<file path="config.mk">
export PLATFORM = sky130hd
export DESIGN_NAME = config_bus_sequencer
export DESIGN_NICKNAME = d
export VERILOG_FILES = /design/src/rtl/config_bus_sequencer.sv
export SDC_FILE = /design/constraint.sdc
export NUM_CORES = 1
export LEC_CHECK = 0
export CORE_ASPECT_RATIO = 1.75
export CORE_MARGIN = 2
export CORE_UTILIZATION = 51
export DETAILED_ROUTE_END_ITERATION = 10
export PLACE_DENSITY = 0.77
export SYNTH_ARGS = -nofsm -noshare
export SYNTH_HDL_FRONTEND = slang
export SYNTH_SLANG_ARGS = --single-unit
export TNS_END_PERCENT = 20
</file>
<file path="constraint.sdc">
create_clock -name clk -period 2.9 [get_ports clk]
set_clock_uncertainty 0.05 [all_clocks]
set_input_delay 0.58 -clock clk [delete_from_list [all_inputs] [get_ports clk]]
set_output_delay 0.58 -clock clk [all_outputs]
set_load 0.03 [all_outputs]
</file>
<file path="src/rtl/config_bus_sequencer.sv">
// Config bus sequencer: queues network read/write requests in a small FIFO
// and replays them onto the core config port one access at a time, returning
// captured readback data over a valid/ready response channel.
module config_bus_sequencer #(
  parameter int ADDR_WIDTH   = 8,
  parameter int DATA_WIDTH   = 32,
  parameter int DEPTH        = 4,
  parameter int READ_LATENCY = 0
) (
  input  logic                       clk,
  input  logic                       reset,
  input  logic                       req_valid,
  output logic                       req_ready,
  input  logic                       req_write,
  input  logic [ADDR_WIDTH-1:0]      req_addr,
  input  logic [DATA_WIDTH-1:0]      req_data,
  output logic                       resp_valid,
  input  logic                       resp_ready,
  output logic [DATA_WIDTH-1:0]      resp_data,
  output logic [ADDR_WIDTH-1:0]      config_config_addr,
  output logic [DATA_WIDTH-1:0]      config_config_data,
  output logic                       config_read,
  output logic                       config_write,
  input  logic [DATA_WIDTH-1:0]      read_config_data,
  output logic [$clog2(DEPTH)+1:0]   pending
);

  localparam int PW = $clog2(DEPTH);
  localparam int CW = PW + 1;

  typedef struct packed {
    logic                  write;
    logic [ADDR_WIDTH-1:0] addr;
    logic [DATA_WIDTH-1:0] data;
  } req_t;

  typedef enum logic [1:0] {IDLE, ISSUE, WAIT, RESP} state_t;

  req_t            mem [DEPTH];
  logic [PW-1:0]   wptr, rptr;
  logic [CW-1:0]   count;
  logic            alive;
  logic            full, empty, push, pop;
  req_t            head;

  state_t          state, state_d;
  logic            cmd_write;
  logic [ADDR_WIDTH-1:0] cmd_addr;
  logic [DATA_WIDTH-1:0] data_q;
  logic [DATA_WIDTH-1:0] resp_q;
  logic [2:0]      cnt;

  // req_ready stays low while reset is held and comes up on the first clock after release
  always_ff @(posedge clk or negedge reset) begin
    if (!reset) alive <= 1'b0;
    else        alive <= 1'b1;
  end

  assign full      = (count == CW'(DEPTH));
  assign empty     = (count == '0);
  assign req_ready = alive && !full;
  assign push      = req_valid && req_ready;
  assign pop       = (state == IDLE) && !empty;
  assign head      = mem[rptr];

  // FIFO storage; no reset needed, occupancy tracks validity
  always_ff @(posedge clk) begin
    if (push) mem[wptr] <= '{write: req_write, addr: req_addr, data: req_data};
  end

  // FIFO pointers and occupancy; pointers wrap naturally since DEPTH is a power of two
  always_ff @(posedge clk or negedge reset) begin
    if (!reset) begin
      wptr  <= '0;
      rptr  <= '0;
      count <= '0;
    end else begin
      if (push) wptr <= wptr + 1'b1;
      if (pop)  rptr <= rptr + 1'b1;
      case ({push, pop})
        2'b10:   count <= count + 1'b1;
        2'b01:   count <= count - 1'b1;
        default: count <= count;
      endcase
    end
  end

  // State register
  always_ff @(posedge clk or negedge reset) begin
    if (!reset) state <= IDLE;
    else        state <= state_d;
  end

  // Next-state and output decode
  always_comb begin
    state_d      = state;
    config_read  = 1'b0;
    config_write = 1'b0;
    resp_valid   = 1'b0;
    case (state)
      IDLE:  if (!empty) state_d = ISSUE;
      ISSUE: begin
        config_write = cmd_write;
        config_read  = !cmd_write;
        if (cmd_write)              state_d = IDLE;
        else if (READ_LATENCY == 0) state_d = RESP;
        else                        state_d = WAIT;
      end
      WAIT:  if (cnt == 3'd1) state_d = RESP;
      RESP: begin
        resp_valid = 1'b1;
        if (resp_ready) state_d = IDLE;
      end
      default: state_d = IDLE;
    endcase
  end

  // Command latch, latency counter and readback capture.
  // Bus data only changes on writes so reads leave the last written value on the bus.
  always_ff @(posedge clk or negedge reset) begin
    if (!reset) begin
      cmd_write <= 1'b0;
      cmd_addr  <= '0;
      data_q    <= '0;
      resp_q    <= '0;
      cnt       <= '0;
    end else begin
      if (pop) begin
        cmd_write <= head.write;
        cmd_addr  <= head.addr;
        if (head.write) data_q <= head.data;
      end
      if (state == ISSUE && !cmd_write) begin
        if (READ_LATENCY == 0) resp_q <= read_config_data;
        else                   cnt    <= 3'(READ_LATENCY);
      end
      if (state == WAIT) begin
        cnt <= cnt - 1'b1;
        if (cnt == 3'd1) resp_q <= read_config_data;
      end
    end
  end

  assign config_config_addr = cmd_addr;
  assign config_config_data = data_q;
  assign resp_data          = resp_q;
  assign pending            = {1'b0, count} + {{CW{1'b0}}, (state != IDLE)};

endmodule

</file>
== Word level (Yosys, flattened, before mapping) ==
Memories as Yosys holds them, arrays and structs flattened.
Index checks and enable logic that the tools add are counted.
Word-level totals
  register bits: 86
  memory bits (writable): 164
  output and inout bits: 80
  logic and storage cells: 54
  memories: 1
Memories
  mem: depth 4, bits a word 41, rd ports 1, clocked after Yosys merged registers in 0, write ports 1, line 39  | req_t mem [DEPTH];
Cells by class
  add/sub/neg operators: 6
  equality and inequality tests: 10
  mux-type cells: 14
  reductions and logical operators: 13
Operators with widths (count)
  32-bit two-way mux: 3
  2-bit two-way mux: 4
  2-bit one-hot mux with 4 select lines: 1
  2-bit equality test (second input constant): 3
  2-bit inequality test (second input constant): 3
  3-bit one-hot mux with 2 select lines: 1
  3-bit by 1-bit subtractor with 3-bit output (second input constant): 2
  1-bit two-way mux: 5
  2-bit by 1-bit adder with 2-bit output (second input constant): 2
  3-bit by 1-bit adder with 4-bit output: 1
  2-bit by 1-bit equality test with 1-bit output (second input constant): 2
  1-bit logical AND: 4
  2-bit nonzero test: 2
  3-bit by 1-bit adder with 3-bit output (second input constant): 1
  3-bit by 1-bit equality test with 1-bit output (second input constant): 1
  3-bit equality test (second input constant): 1
  1-bit logical NOT: 3
  3-bit logical NOT: 1
  3-bit AND reduction: 1
  2-bit logical NOT: 1
  2-bit AND reduction: 1

== Depth between registers and ports, before layout ==
Gate-level depths: netlist of run 1.
  word-level depth: 6
  mapped depth: 11
  depth with buffers taken out: 9

== Worst setup path before layout of run 1 ==
No wires, ideal clock.
  path type: input-to-reg
  start point: in req_valid
  end point: mem mem[0][0] in the netlist's numbering, enable pin
  arrival: 1.862 ns
  setup slack: 0.586 ns
  stages on the path: 2
  buffers on the path: 0
  cell sequence: o311a_1 -> and2_1
On the way
  cells in the longest elaborated chain, start to end: 3
RTL lines
  from (decl): line 12  | input logic req_valid,
  1-bit logical AND: line 62  | assign push = req_valid && req_ready;
  1-bit two-way mux: line 68  | if (push) mem[wptr] <= '{write: req_write, addr: req_addr, data: req_data};
  1-bit two-way mux (not written as such): line 68
  to (decl): line 39
No other way between the ends.

== Final worst setup path of run 1 ==
  start point: reg state[1]
  end point: out pending[3]
On the way
  cells in the longest elaborated chain, start to end: 2
RTL lines
  from (decl): line 46  | state_t state, state_d;
  from (signal assigned): line 91  | else state <= state_d;
  2-bit nonzero test: line 147  | assign pending = {1'b0, count} + {{CW{1'b0}}, (state != IDLE)};
  3-bit by 1-bit adder with 4-bit output: line 147
  to (decl): line 25  | output logic [$clog2(DEPTH)+1:0] pending
No other way between the ends.

==> impl_summary.md, run 1 <==
Status
The flow ran to the end, and the final reports show no timing, DRC or antenna violations.

Power
The total chip power is between 0.01 and 0.015 W. Registers are responsible for approximately two fifths of the overall power. The worst vdd rail ir drop is between 0.0008 and 0.0009 V. The leakage power of the design is between 4 and 5 nW. The clock network burns 20.6% of the power.

The power density over cell area is 1100 mW/mm2. The internal portion of total power is slightly below 0.009 W. The switching part of the total is approximately 33%. Of the total power, combinational logic draws roughly two fifths. The net load switching power is roughly 0.0044 W.

GRT
The initial antenna violation count is 0. For this run the aggregate overflow at the end of global routing stands at 0. The global-route usage over all layers is about 18%. The maximum number of pins on one net before global-route repair is 48. The first global-routing pass estimated 27300 um of wire. The via count of the first global-routing pass is between 5000 and 6000.

Synth
In the synthesized netlist the async set-or-reset flop fraction comes to around a third. The count of yosys warnings during synthesis is 0. The sequential element share of the synthesized area is between 70% and 80%. The number of nets handed over by synthesis was about 530. The number of enable-type register cells in the synthesized netlist is roughly 160. The number of synthesized register bits is 250. The number of distinct library cells after synthesis is 32.

The most instantiated flip-flop cell in the synthesis netlist is sky130_fd_sc_hd__edfxtp_1. The cell count after synthesis is between 400 and 500. A synthesized cell averages roughly 21 um2. The synthesized netlist occupies a cell area of approximately 0.0094 mm2.

Clock network
The maximum level of the CTS H-tree is 1. The number of buffers inserted to repair setup after CTS is 0. The TritonCTS clock tree is done. Clock tree synthesis inserted a total of 22 buffers. Once the clock tree was built, the resizer swapped 2 gates to a different size. The number of buffers inserted for hold repair after clock tree synthesis is 0. The total number of clock tree sinks is 250.

In this run the clock root is driven by a sky130_fd_sc_hd__clkbuf_16. The maximum buffer depth of the clock tree is 3. The later pin in the worst-skew pair is clocked with a latency of 0.50 ns. Clock-pin slew was measured on the worst setup and hold paths at approximately 0.060 ns.

Setup path
Grouping stages by cell kind, the critical path spends the most delay in buffers and inverters. The critical path's slowest cell is sky130_fd_sc_hd__clkdlybuf4s50_1. The critical path buffer and inverter count is 2. The element type at the critical path start is a flop.

The signal on the critical path passes through nor2_1 > inv_1 > ha_1 > and3_1 > clkdlybuf4s50_1. The path type of the worst setup path is flop to primary output. Of all nets on the critical path, the largest fanout is 8. The arrival time reported for the critical path endpoint is 2.18 ns. The largest single stage delay on the critical path is around 0.58 ns.

At the worst endpoint, the required time is about 2.3 ns. The worst setup path is captured at a primary output.

Detailed routing
The routed length per placed instance is between 20 and 25 um. The detailed-route DRC error count is 0. The first detailed-routing pass ran for 7 iterations. The routed via count divided by cell count is ~5.3. The total via count in the routed design is 4652. The count of nets left with antenna violations once routing finished came out at 0. The count of routing violations after the opening detailed-route iteration is approximately 160.

The post-detailed-routing wire length is approximately 17000 um.

Floorplan
Once the floorplan was initialized, standard cells occupied roughly 52% of the core. After floorplanning, the core was sized to cover 0.0181 mm2. The die covers about 0.02 mm2. In this run the horizontal extent of the chip is around 110 um. The top-level I/O count is 157. The floorplan has 65 rows. The overall die height is between 150 and 200 um.

Timing
The post-route worst hold slack is 0.0323 ns. At the pin with the least slew margin, the transition time is 0.783 ns. The post-route setup TNS is 0 ns. The number of max-slew violations in the final report was 0. Setup repair after global routing left no endpoint under its margin. The final critical-path share of the clock period is a little over nine tenths. The setup-violating endpoint count in the final report is 0.

The final count of hold timing violations is 0. For this run, the top clock speed supported by timing is between 0.3 and 0.4 GHz. The setup slack after layout is 0.0858 ns. Headroom to the max-slew limit came out at 47.7%.

The minimum clock period after layout is approximately 2.8 ns.

Placement
The global placement routability congestion is about 0.75. Detailed placement ended at an HPWL of between 10000 and 15000 um. After detailed placement, the design holds a cell count of just over 800. The post-placement setup slack is around 0.38 ns. In this run the tool buffered the top-level ports with about 160 buffer cells.

Finish
The number of antenna repair diodes is 0. Compared with the post-synthesis result, the final layout area differs by 27.5%. The final layout contains ~700 nets. Leaving out filler cells and counting taps, the final layout contains 870. The fraction of final layout cells with drive strength greater than 1 is a little over a quarter. The number of inserted filler cells in the final layout is about 1200.

Flow run
The tool flagged a number of max-cap violations equal to 0.

Worst hold path
The worst min-delay path class is input pin to async pin.
## worst reg2reg max path, cell delays in order, from the launching register on
cell and delay, ns:
sky130_fd_sc_hd__dfrtp_4 0.64, sky130_fd_sc_hd__mux4_2 0.60, sky130_fd_sc_hd__nand3_4 0.44, sky130_fd_sc_hd__mux2_2 0.41
## per-stage QoR
stage | area (um2) | util, %
2_1_floorplan | 9400 | -
3_3_place_gp | 11300 | 62.6
3_5_place_dp | 11300 | 62.6
4_1_cts | 12000 | 66.4
5_1_grt | 12000 | 66.4
6_report | 12000 | 66.4
## worst paths after layout
check	cells past startpoint	to	from	slack (ns)
max	5	pending[3]	state[1]$_DFFE_PN0P_	0.09
max reg2reg	3	config_config_data[6]$_DFFE_PN0P_	rptr[0]$_DFFE_PN0P_	0.64
min in group clk	1	cnt[2]$_DFFE_PN0N_	cnt[2]$_DFFE_PN0N_	0.44
min reg2reg	1	cnt[2]$_DFFE_PN0N_	cnt[2]$_DFFE_PN0N_	0.44
max in group asynchronous	2	config_config_data[18]$_DFFE_PN0P_	reset	2.11
min	1	config_config_data[4]$_DFFE_PN0P_	reset	0.03
## area by class of cell
type                       instances  area (um2)  share of cell area (%)
sequential                       250        7080                    59.1
clock inverter                     8        41.3                   0.345
multi-input combinational        163        2190                    18.2
clock buffer                      32         639                    5.34
timing repair buffer             172        1700                    14.2
tap                              234         293                    2.44
inverter                          11        41.3                   0.345
## power by group through the flow
| stage | Sequential, W | Combinational [W] | Clock (W) |
|---|---|---|---|
| after floorplan | 0.00615 | 0.00250 | 0 |
| after detailed placement | 0.00528 | 0.00536 | 0 |
| after global placement | 0.00521 | 0.00523 | 0 |
| final | 0.00519 | 0.00526 | 0.00271 |
| after global routing | 0.00531 | 0.00558 | 0.00292 |
| after CTS | 0.00521 | 0.00536 | 0.00278 |
## flip-flops by register name, indices dropped and copies added, names as in the netlist
signal              count
alive                   1
cmd_write               1
cnt                     3
config_config_addr      8
config_config_data     32
count                   3
mem                   164
resp_data              32
rptr                    2
state                   2
wptr                    2
## Yosys cell counts, drive strengths merged, types with 2 or more instances
library cell,count,area share [%]
edfxtp,164,52
dfrtp,86,23
mux2,73,8.7
mux4,41,9.8
buf,13,0.98
inv,11,0.44
ha,9,1.2
xnor2,7,0.65
and2,5,0.33
clkbuf,5,0.20
mux2i,4,0.43
nand2,4,0.16
nand3,2,0.24
nor2,2,0.080
nor2b,2,0.13
xor2,2,0.19
## layer usage
layer	wire length (um)	track usage [%]	vias up
met2	10100	35.2	133
met4	444	6.34	0
met5	0	0	-
met3	762	2.30	31
met1	6220	20.6	2405
li1	-	-	2083
## cells by family (layout without fill, tap and decap cells)
kind of cell	after synthesis	count (layout)	synth area share (%)
XOR/XNOR	9	9	0.838
multiplexers	118	118	19.0
AO/OA/AOI/OAI	6	6	0.532
adder cells (fa/ha/maj)	10	10	1.41
AND/OR/NAND/NOR	19	19	1.30
other	1	1	0.0399
flip-flops	250	250	75.3
buffers and inverters	29	223	1.62
## placed cells by master (no fill, tap or decap), types with 2 or more instances in the layout
cell | netlist | routed
sky130_fd_sc_hd__edfxtp_1 | 164 | 164
sky130_fd_sc_hd__clkdlybuf4s50_1 | 0 | 153
sky130_fd_sc_hd__dfrtp_1 | 86 | 84
sky130_fd_sc_hd__mux2_2 | 67 | 67
sky130_fd_sc_hd__mux4_2 | 41 | 41
sky130_fd_sc_hd__clkbuf_16 | 0 | 23
sky130_fd_sc_hd__buf_4 | 1 | 15
sky130_fd_sc_hd__inv_1 | 11 | 11
sky130_fd_sc_hd__ha_1 | 9 | 9
sky130_fd_sc_hd__xnor2_1 | 7 | 7
sky130_fd_sc_hd__mux2_1 | 6 | 6
sky130_fd_sc_hd__clkbuf_1 | 5 | 6
sky130_fd_sc_hd__clkinv_2 | 0 | 5
sky130_fd_sc_hd__nand2_1 | 4 | 4
sky130_fd_sc_hd__and2_2 | 0 | 4
sky130_fd_sc_hd__mux2i_1 | 4 | 4
sky130_fd_sc_hd__clkbuf_8 | 0 | 3
sky130_fd_sc_hd__nor2b_1 | 2 | 2
sky130_fd_sc_hd__nor2_1 | 2 | 2
sky130_fd_sc_hd__xor2_1 | 2 | 2
sky130_fd_sc_hd__clkinv_1 | 0 | 2
sky130_fd_sc_hd__dlygate4sd2_1 | 0 | 2
sky130_fd_sc_hd__buf_12 | 0 | 2
No activity file was read; power rests on OpenSTA's default activity.
==> inputs of run 2 (changes only) <==
Settings changed: CORE_UTILIZATION 51 to 50, PLACE_DENSITY 0.77 to 0.76, SKIP_CTS_REPAIR_TIMING set to 1.
==> impl_summary.md, run 2 (synthesized netlist as in run 1, its figures left out) <==
Timing
The maximum achievable frequency was 0.370 GHz (+4.2%). The final count of hold timing violations is 0 (unchanged). The final critical-path share of the clock period is 93.1% (-3.9 points). The setup-violating endpoint count in the final report was 0 (unchanged). The number of max-slew violations in the final report is 0 (unchanged). The minimum clock period after layout is 2.70 ns (-0.113 ns). Setup repair after global routing left no endpoint under its margin. The worst max-slew margin expressed relative to the limit is 54.8% (+7.1 points). The setup slack after layout is 0.199 ns (+0.113 ns). The transition at the pin with the smallest max-transition slack is 0.677 ns (-0.106 ns).

Setup path
The number of cells traversed by the worst register-to-register path is 3 (unchanged). The destination of the worst register-to-register timing path is config_config_data[21]$_DFFE_PN0P_. The arrival time reported for the critical path endpoint came to 2.07 ns (-0.11 ns). The maximum fanout count along the critical path is 8 (unchanged).

The register-to-register setup slack is 0.74 ns (+0.10 ns). The reg-to-reg critical path startpoint is rptr[1]$_DFFE_PN0P_. The worst setup path is captured at a primary output. Tracing the worst setup path back leads to its startpoint at state[1]$_DFFE_PN0P_.

The critical path ends at config_read. The biggest cell delay along the critical path was 0.74 ns (+0.16 ns). The worst endpoint required time came to 2.27 ns (about the same).

STA classifies the critical path startpoint as a flop. The critical path's slowest cell is sky130_fd_sc_hd__clkdlybuf4s50_1. The critical path is of the flop to primary output type. The critical path goes through nor3b_2 > clkdlybuf4s50_1.

Clock network
The buffer cell driving the clock tree root is sky130_fd_sc_hd__clkbuf_16. The maximum level of the CTS H-tree is 1 (unchanged). The maximum buffer depth of the clock tree is 3 (unchanged). TritonCTS built the clock tree. The clock slew at the register clock pins of the worst setup and hold paths came to 0.06 ns (about the same).

The clock latency on the worst-skew pair was 0.49 ns (about the same). The total number of clock tree sinks is 250 (unchanged). The CTS buffer count is 22 (unchanged).

Floorplan
The overall die height came to 185 um (+0.97%). The area inside the core boundary is 0.0185 mm2 (+2.5%). The area enclosed by the die boundary is 0.0200 mm2 (+1.9%).

The die width is 108 um (+0.96%). The top-level I/O count is 157 (unchanged). The starting utilization of the core area is 50.8% (-1.2 points). The placement row count is 66 (+1.5%).

Power
The relative contribution of sequential cells to total power came to 39.0% (-0.5 points). The part of the power in the clock network was 21.8% (+1.2 points). The combinational fraction of design power is 39.2% (-0.7 points). The worst vdd rail ir drop is 0.000779 V (-4.5%). The power density over cell area is 1110 mW/mm2 (+0.89%). The switching part of the total is 32.8% (-0.28 points). The internal portion of total power is 0.00900 W (+2.1%). The leakage power of the design is 4.41 nW (+1.2%).

The net load switching power is 0.00439 W (+0.84%).

Placement
The placed wire-length estimate after detailed placement was 11500 um (-3.5%). The post-placement cell area is 0.0113 mm2 (+0.16%). The port buffer count is 156 (unchanged). The global placement routability congestion is 0.742 (-1.4%). The post-placement setup slack is 0.396 ns (+0.0157 ns). The number of instances in the placed design is 829 (-0.12%).

Finish
The area growth from synthesis to layout is 28.5%. mem holds more flip-flops than any other register. The register area is 0.00708 mm2 (unchanged). The net total in the final layout is 703 (-0.57%). The area used by multi-input combinational logic is 0.00219 mm2 (unchanged). In the layout the commonest cells are sky130_fd_sc_hd__edfxtp_1 (164), sky130_fd_sc_hd__clkdlybuf4s50_1 (151), sky130_fd_sc_hd__dfrtp_1 (84). The number of non-filler instances in the completed layout is 870 (unchanged). Leaving out fill and tap cells, the most frequent cell in the layout is sky130_fd_sc_hd__edfxtp_1.

The flip-flop count of the largest register, all copies and words added was 164 (unchanged). The finished layout cell area came to 0.0121 mm2 (+0.81%). The fraction of final layout cells with drive strength greater than 1 is 25.9% (-0.31 points).

The number of inserted filler cells in the final layout is 1268 (+5.1%). The number of antenna repair diodes is 0 (unchanged).

Detailed routing
The number of optimization iterations in the first detailed-route pass is 4 (-3). The residual antenna-violating net count after detailed routing is 0 (unchanged). The count of routing violations after the opening detailed-route iteration is 189 (+22%). The total via count in the routed design was 4607 (-0.97%).

The detailed-route DRC error count is 0 (unchanged). The post-detailed-routing wire length is 17400 um (-0.46%). The routed via count divided by cell count is 5.30 (-0.97%).

The routed length per placed instance is 20.0 um (-0.46%).

GRT
The most used routing layer in global routing is met2. The met1 track utilization from global routing came to 19.7% (-0.90 points). The initial antenna violation count was 0 (unchanged). The via count of the first global-routing pass is 4968 (-2.7%). The met2 usage in global routing came to 33.7% (-1.5 points).

The met3 routing resource usage after global routing is 2.78% (+0.48 points). The final global-route overflow total is 0 (unchanged). The global-route wire length before repair is 26600 um (-2.5%). The global-route usage over all layers came to 17.5% (-0.80 points). The maximum number of pins on one net before global-route repair is 71 (+48%).

Worst hold path
The worst hold path belongs to the class input pin to async pin.

Status
The run finished with clean final reports.

Flow run
The number of max-cap violations is 0 (unchanged).
run 2: worst max-delay path: cells and delay by family, from the launching register on:
kind | cells | cell delay, ns
and+or+nand+nor | 1 | 0.36
DFF | 1 | 0.48
buffers and inverters | 1 | 0.74
run 2: worst min-delay path by stage:
stage          startpoint                                 to  slack, ns  depth (start not counted)
3_5_place_dp        reset            resp_data[12]$_DFF_PN0_       0.41                          1
5_1_grt             reset  config_config_data[7]$_DFFE_PN0P_       0.45                          2
4_1_cts             reset            resp_data[12]$_DFF_PN0_      -0.12                          1
2_1_floorplan       reset                    alive$_DFF_PN0_       0.23                          0
3_3_place_gp        reset            resp_data[12]$_DFF_PN0_       0.40                          1
6_report            reset  config_config_addr[2]$_DFFE_PN0P_       0.44                          2
run 2: area by class of cell:
class / instances / area share, %
sequential: 250 / 58.6
clock buffer: 29 / 5.12
inverter: 11 / 0.342
multi-input combinational: 163 / 18.1
tap: 238 / 2.46
clock inverter: 11 / 0.994
timing repair buffer: 168 / 14.4
run 2: power groups by stage:
stage               Sequential, W  Combinational, W  Clock, W
floorplan                 0.00615           0.00250         0
global placement          0.00523           0.00522         0
detailed placement        0.00530           0.00535         0
CTS                       0.00523           0.00536   0.00300
global route              0.00532           0.00559   0.00313
finish                    0.00522           0.00525   0.00292
run 2: layer usage:
layer,vias to the layer above,wire length (um),part of all wire (%)
met5,-,0,0
met4,0,339,1.9
met3,17,1020,5.8
met2,161,9940,57
met1,2365,6100,35
li1,2064,-,-
run 2: through the flow:
| stage | hold WS [ns] | power [W] | util, % | setup TNS (ns) |
|---|---|---|---|---|
| after floorplan | 0.234 | 0.00865 | - | 0 |
| after global placement | 0.402 | 0.0104 | 61.2 | 0 |
| after detailed placement | 0.413 | 0.0107 | 61.2 | 0 |
| after CTS | -0.116 | 0.0136 | 65.2 | -0.239 |
| after global routing | 0.445 | 0.0141 | 65.3 | 0 |
| final | 0.438 | 0.0134 | 65.3 | 0 |
==> inputs of run 3 (changes only) <==
Settings changed: ABC_AREA set to 0.
Clock period 2.9 ns to 3.39 ns, I/O delays scaled along.
==> impl_summary.md, run 3 (synthesized netlist as in run 1, its figures left out) <==
Clock network
The total number of clock tree sinks is 250 (unchanged). The maximum buffer depth of the clock tree is 3 (unchanged). The maximum level of the CTS H-tree is 1 (unchanged). The CTS buffer count is 22 (unchanged). The clock slew at the register clock pins of the worst setup and hold paths is 0.06 ns (about the same). TritonCTS built the clock tree. The clock latency on the worst-skew pair came to 0.50 ns (about the same).

The buffer cell driving the clock tree root is sky130_fd_sc_hd__clkbuf_16.

Finish
The most frequent standard cell in the layout excluding fill and tap cells is sky130_fd_sc_hd__edfxtp_1. The register with the most flip-flops in the final layout is mem. The fraction of final layout cells with drive strength greater than 1 came to 24.8% (-1.1 points). The net total in the final layout is 699 (-0.57%).

The number of antenna repair diodes was 0 (unchanged). The area growth from synthesis to layout is 27.3%. In the layout the commonest cells are sky130_fd_sc_hd__edfxtp_1 (164), sky130_fd_sc_hd__clkdlybuf4s50_1 (155), sky130_fd_sc_hd__dfrtp_1 (84).

The flip-flop count of the largest register, all copies and words added is 164 (unchanged). The utilization after layout is 64.7% (-0.59 points).

Timing
The number of max-slew violations in the final report is 0 (unchanged). The post-route setup TNS came to 0 ns (unchanged). The routed design could run at a clock period as short as between 3 and 4 ns. The setup-violating endpoint count in the final report came to 0 (unchanged). Setup repair after global routing left no endpoint under its margin.

The transition at the pin with the smallest max-transition slack is 1.02 ns (+0.338 ns). For this run, the top clock speed supported by timing is 0.311 GHz. The worst path uses between 90% and 100% of the clock period. The final count of hold timing violations is 0 (unchanged).

The worst max-slew margin expressed relative to the limit is 32.3% (-22 points).

Setup path
The critical path goes through nor2_2 > inv_1 > ha_1 > ha_1 > xor2_1 > clkdlybuf4s50_1. The worst setup path is of the flop to primary output kind. The family with the most delay on the worst path is buffers and inverters.

The most frequent cell on the critical path is sky130_fd_sc_hd__ha_1. STA classifies the critical path startpoint as a flop. The critical path buffer and inverter count is 2 (+1). The register-to-register setup slack is 1.04 ns (+0.30 ns).

The critical path's slowest cell is sky130_fd_sc_hd__clkdlybuf4s50_1. The worst endpoint required time is 2.66 ns (+0.39 ns). The worst register-to-register path ends at config_config_data[14]$_DFFE_PN0P_. The reg-to-reg critical path startpoint is rptr[0]$_DFFE_PN0P_. The number of cells traversed by the worst register-to-register path came to 3 (unchanged). The arrival time reported for the critical path endpoint is 2.49 ns (+0.42 ns).

The maximum fanout count along the critical path is 8 (unchanged). The biggest cell delay along the critical path was 0.68 ns (-0.06 ns). The worst setup path is captured at a primary output.

Power
The net load switching power came to 0.00371 W (-16%). The power density over cell area is 947 mW/mm2 (-15%). The switching part of the total is 32.7% (-0.091 points). The worst vdd rail ir drop was 0.000590 V (-24%).

The combinational fraction of design power is 39.1% (about the same). The internal portion of total power was 0.00763 W (-15%). The leakage power of the design is 4.32 nW (-2.2%). The relative contribution of sequential cells to total power is 39.5% (+0.5 points).

The part of the power in the clock network is 21.4% (-0.4 points).

GRT
The via count of the first global-routing pass is 4949 (-0.38%). The global-route wire length before repair is 26300 um (-1.0%). The maximum number of pins on one net before global-route repair came to 80 (+13%). The most used routing layer in global routing is met2.

The global-route usage over all layers is 17.3% (-0.25 points). The met3 routing resource usage after global routing is 2.50% (-0.28 points). The met1 track utilization from global routing is 20.1% (+0.40 points).

The final global-route overflow total is 0 (unchanged). The initial antenna violation count is 0 (unchanged). The met2 usage in global routing is 32.1% (-1.6 points).

Floorplan
The top-level I/O count was 157 (unchanged). The placement row count is 66 (unchanged). The overall die height is 185 um (unchanged). The starting utilization of the core area is 50.8% (unchanged). The area enclosed by the die boundary is 0.0200 mm2 (unchanged). The area inside the core boundary was 0.0185 mm2 (unchanged). The die width came to 108 um (unchanged).

Detailed routing
The count of routing violations after the opening detailed-route iteration is 182 (-3.7%). The post-detailed-routing wire length is 17200 um (-1.3%). The number of optimization iterations in the first detailed-route pass came to 6 (+2).

The detailed-route DRC error count came to 0 (unchanged). The total via count in the routed design was 4587 (-0.43%). The routed length per placed instance is 19.8 um (-0.85%). The routed via count divided by cell count was 5.30 (about the same).

The residual antenna-violating net count after detailed routing is 0 (unchanged).

Worst hold path
The worst min-delay path class is input pin to async pin.

Placement
The global placement routability congestion is 0.743 (+0.26%). The placed wire-length estimate after detailed placement is 11200 um (-3.1%). The port buffer count is 156 (unchanged).

Flow run
The number of max-cap violations is 0 (unchanged).

Status
The flow ran to the end, and the final reports show no timing, DRC or antenna violations.
## run 3: worst max-delay path by stage
stage / endpoint / depth (start not counted) / from / slack [ns]
finish: pending[2] / 6 / state[1]$_DFFE_PN0P_ / 0.17
global route: pending[2] / 6 / state[1]$_DFFE_PN0P_ / 0.04
floorplan: mem[0][0]$_DFFE_PP_ / 2 / req_valid / 0.98
detailed placement: pending[2] / 6 / state[1]$_DFFE_PN0P_ / 0.57
global placement: pending[2] / 6 / state[1]$_DFFE_PN0P_ / 0.63
CTS: pending[2] / 6 / state[1]$_DFFE_PN0P_ / 0.04
## run 3: metrics by stage
step | cells | worst slack [ns] | total power [W] | hold slack [ns] | area [um2]
finish | 866 | 0.174 | 0.0113 | 0.291 | 12000
detailed placement | 826 | 0.573 | 0.00903 | 0.431 | 11300
global placement | 826 | 0.633 | 0.00889 | 0.415 | 11300
floorplan | 442 | 0.978 | 0.00740 | 0.332 | 9400
global route | 866 | 0.0364 | 0.0119 | 0.391 | 12000
CTS | 866 | 0.0400 | 0.0115 | 0.334 | 12000
## run 3: power groups by stage
stage / logic, W / registers (W) / clock network (W)
2_1_floorplan: 0.00213 / 0.00526 / 0
3_3_place_gp: 0.00440 / 0.00448 / 0
3_5_place_dp: 0.00448 / 0.00454 / 0
4_1_cts: 0.00451 / 0.00449 / 0.00251
5_1_grt: 0.00471 / 0.00457 / 0.00261
6_report: 0.00443 / 0.00447 / 0.00243
## run 3: worst reg2reg max path, stage by stage (launching register included)
cell and delay [ns]:
sky130_fd_sc_hd__dfrtp_4 0.71, sky130_fd_sc_hd__mux4_2 0.61, sky130_fd_sc_hd__nand3_4 0.44, sky130_fd_sc_hd__mux2_2 0.42
## run 3: layer usage
metal  up-vias  share of wire (%)
li1       2054                  -
met1      2365                 37
met2       137                 55
met3        31                4.9
met4         0                2.7
met5         -                  0
## run 3: cell type report
class / count / area, um2
Multi-Input combinational cell: 163 / 2190
Sequential cell: 250 / 7080
Timing Repair Buffer: 164 / 1660
Inverter: 11 / 41.3
Clock inverter: 10 / 95.1
Tap cell: 238 / 298
Fill cell: 1259 / 6530
Clock buffer: 30 / 612
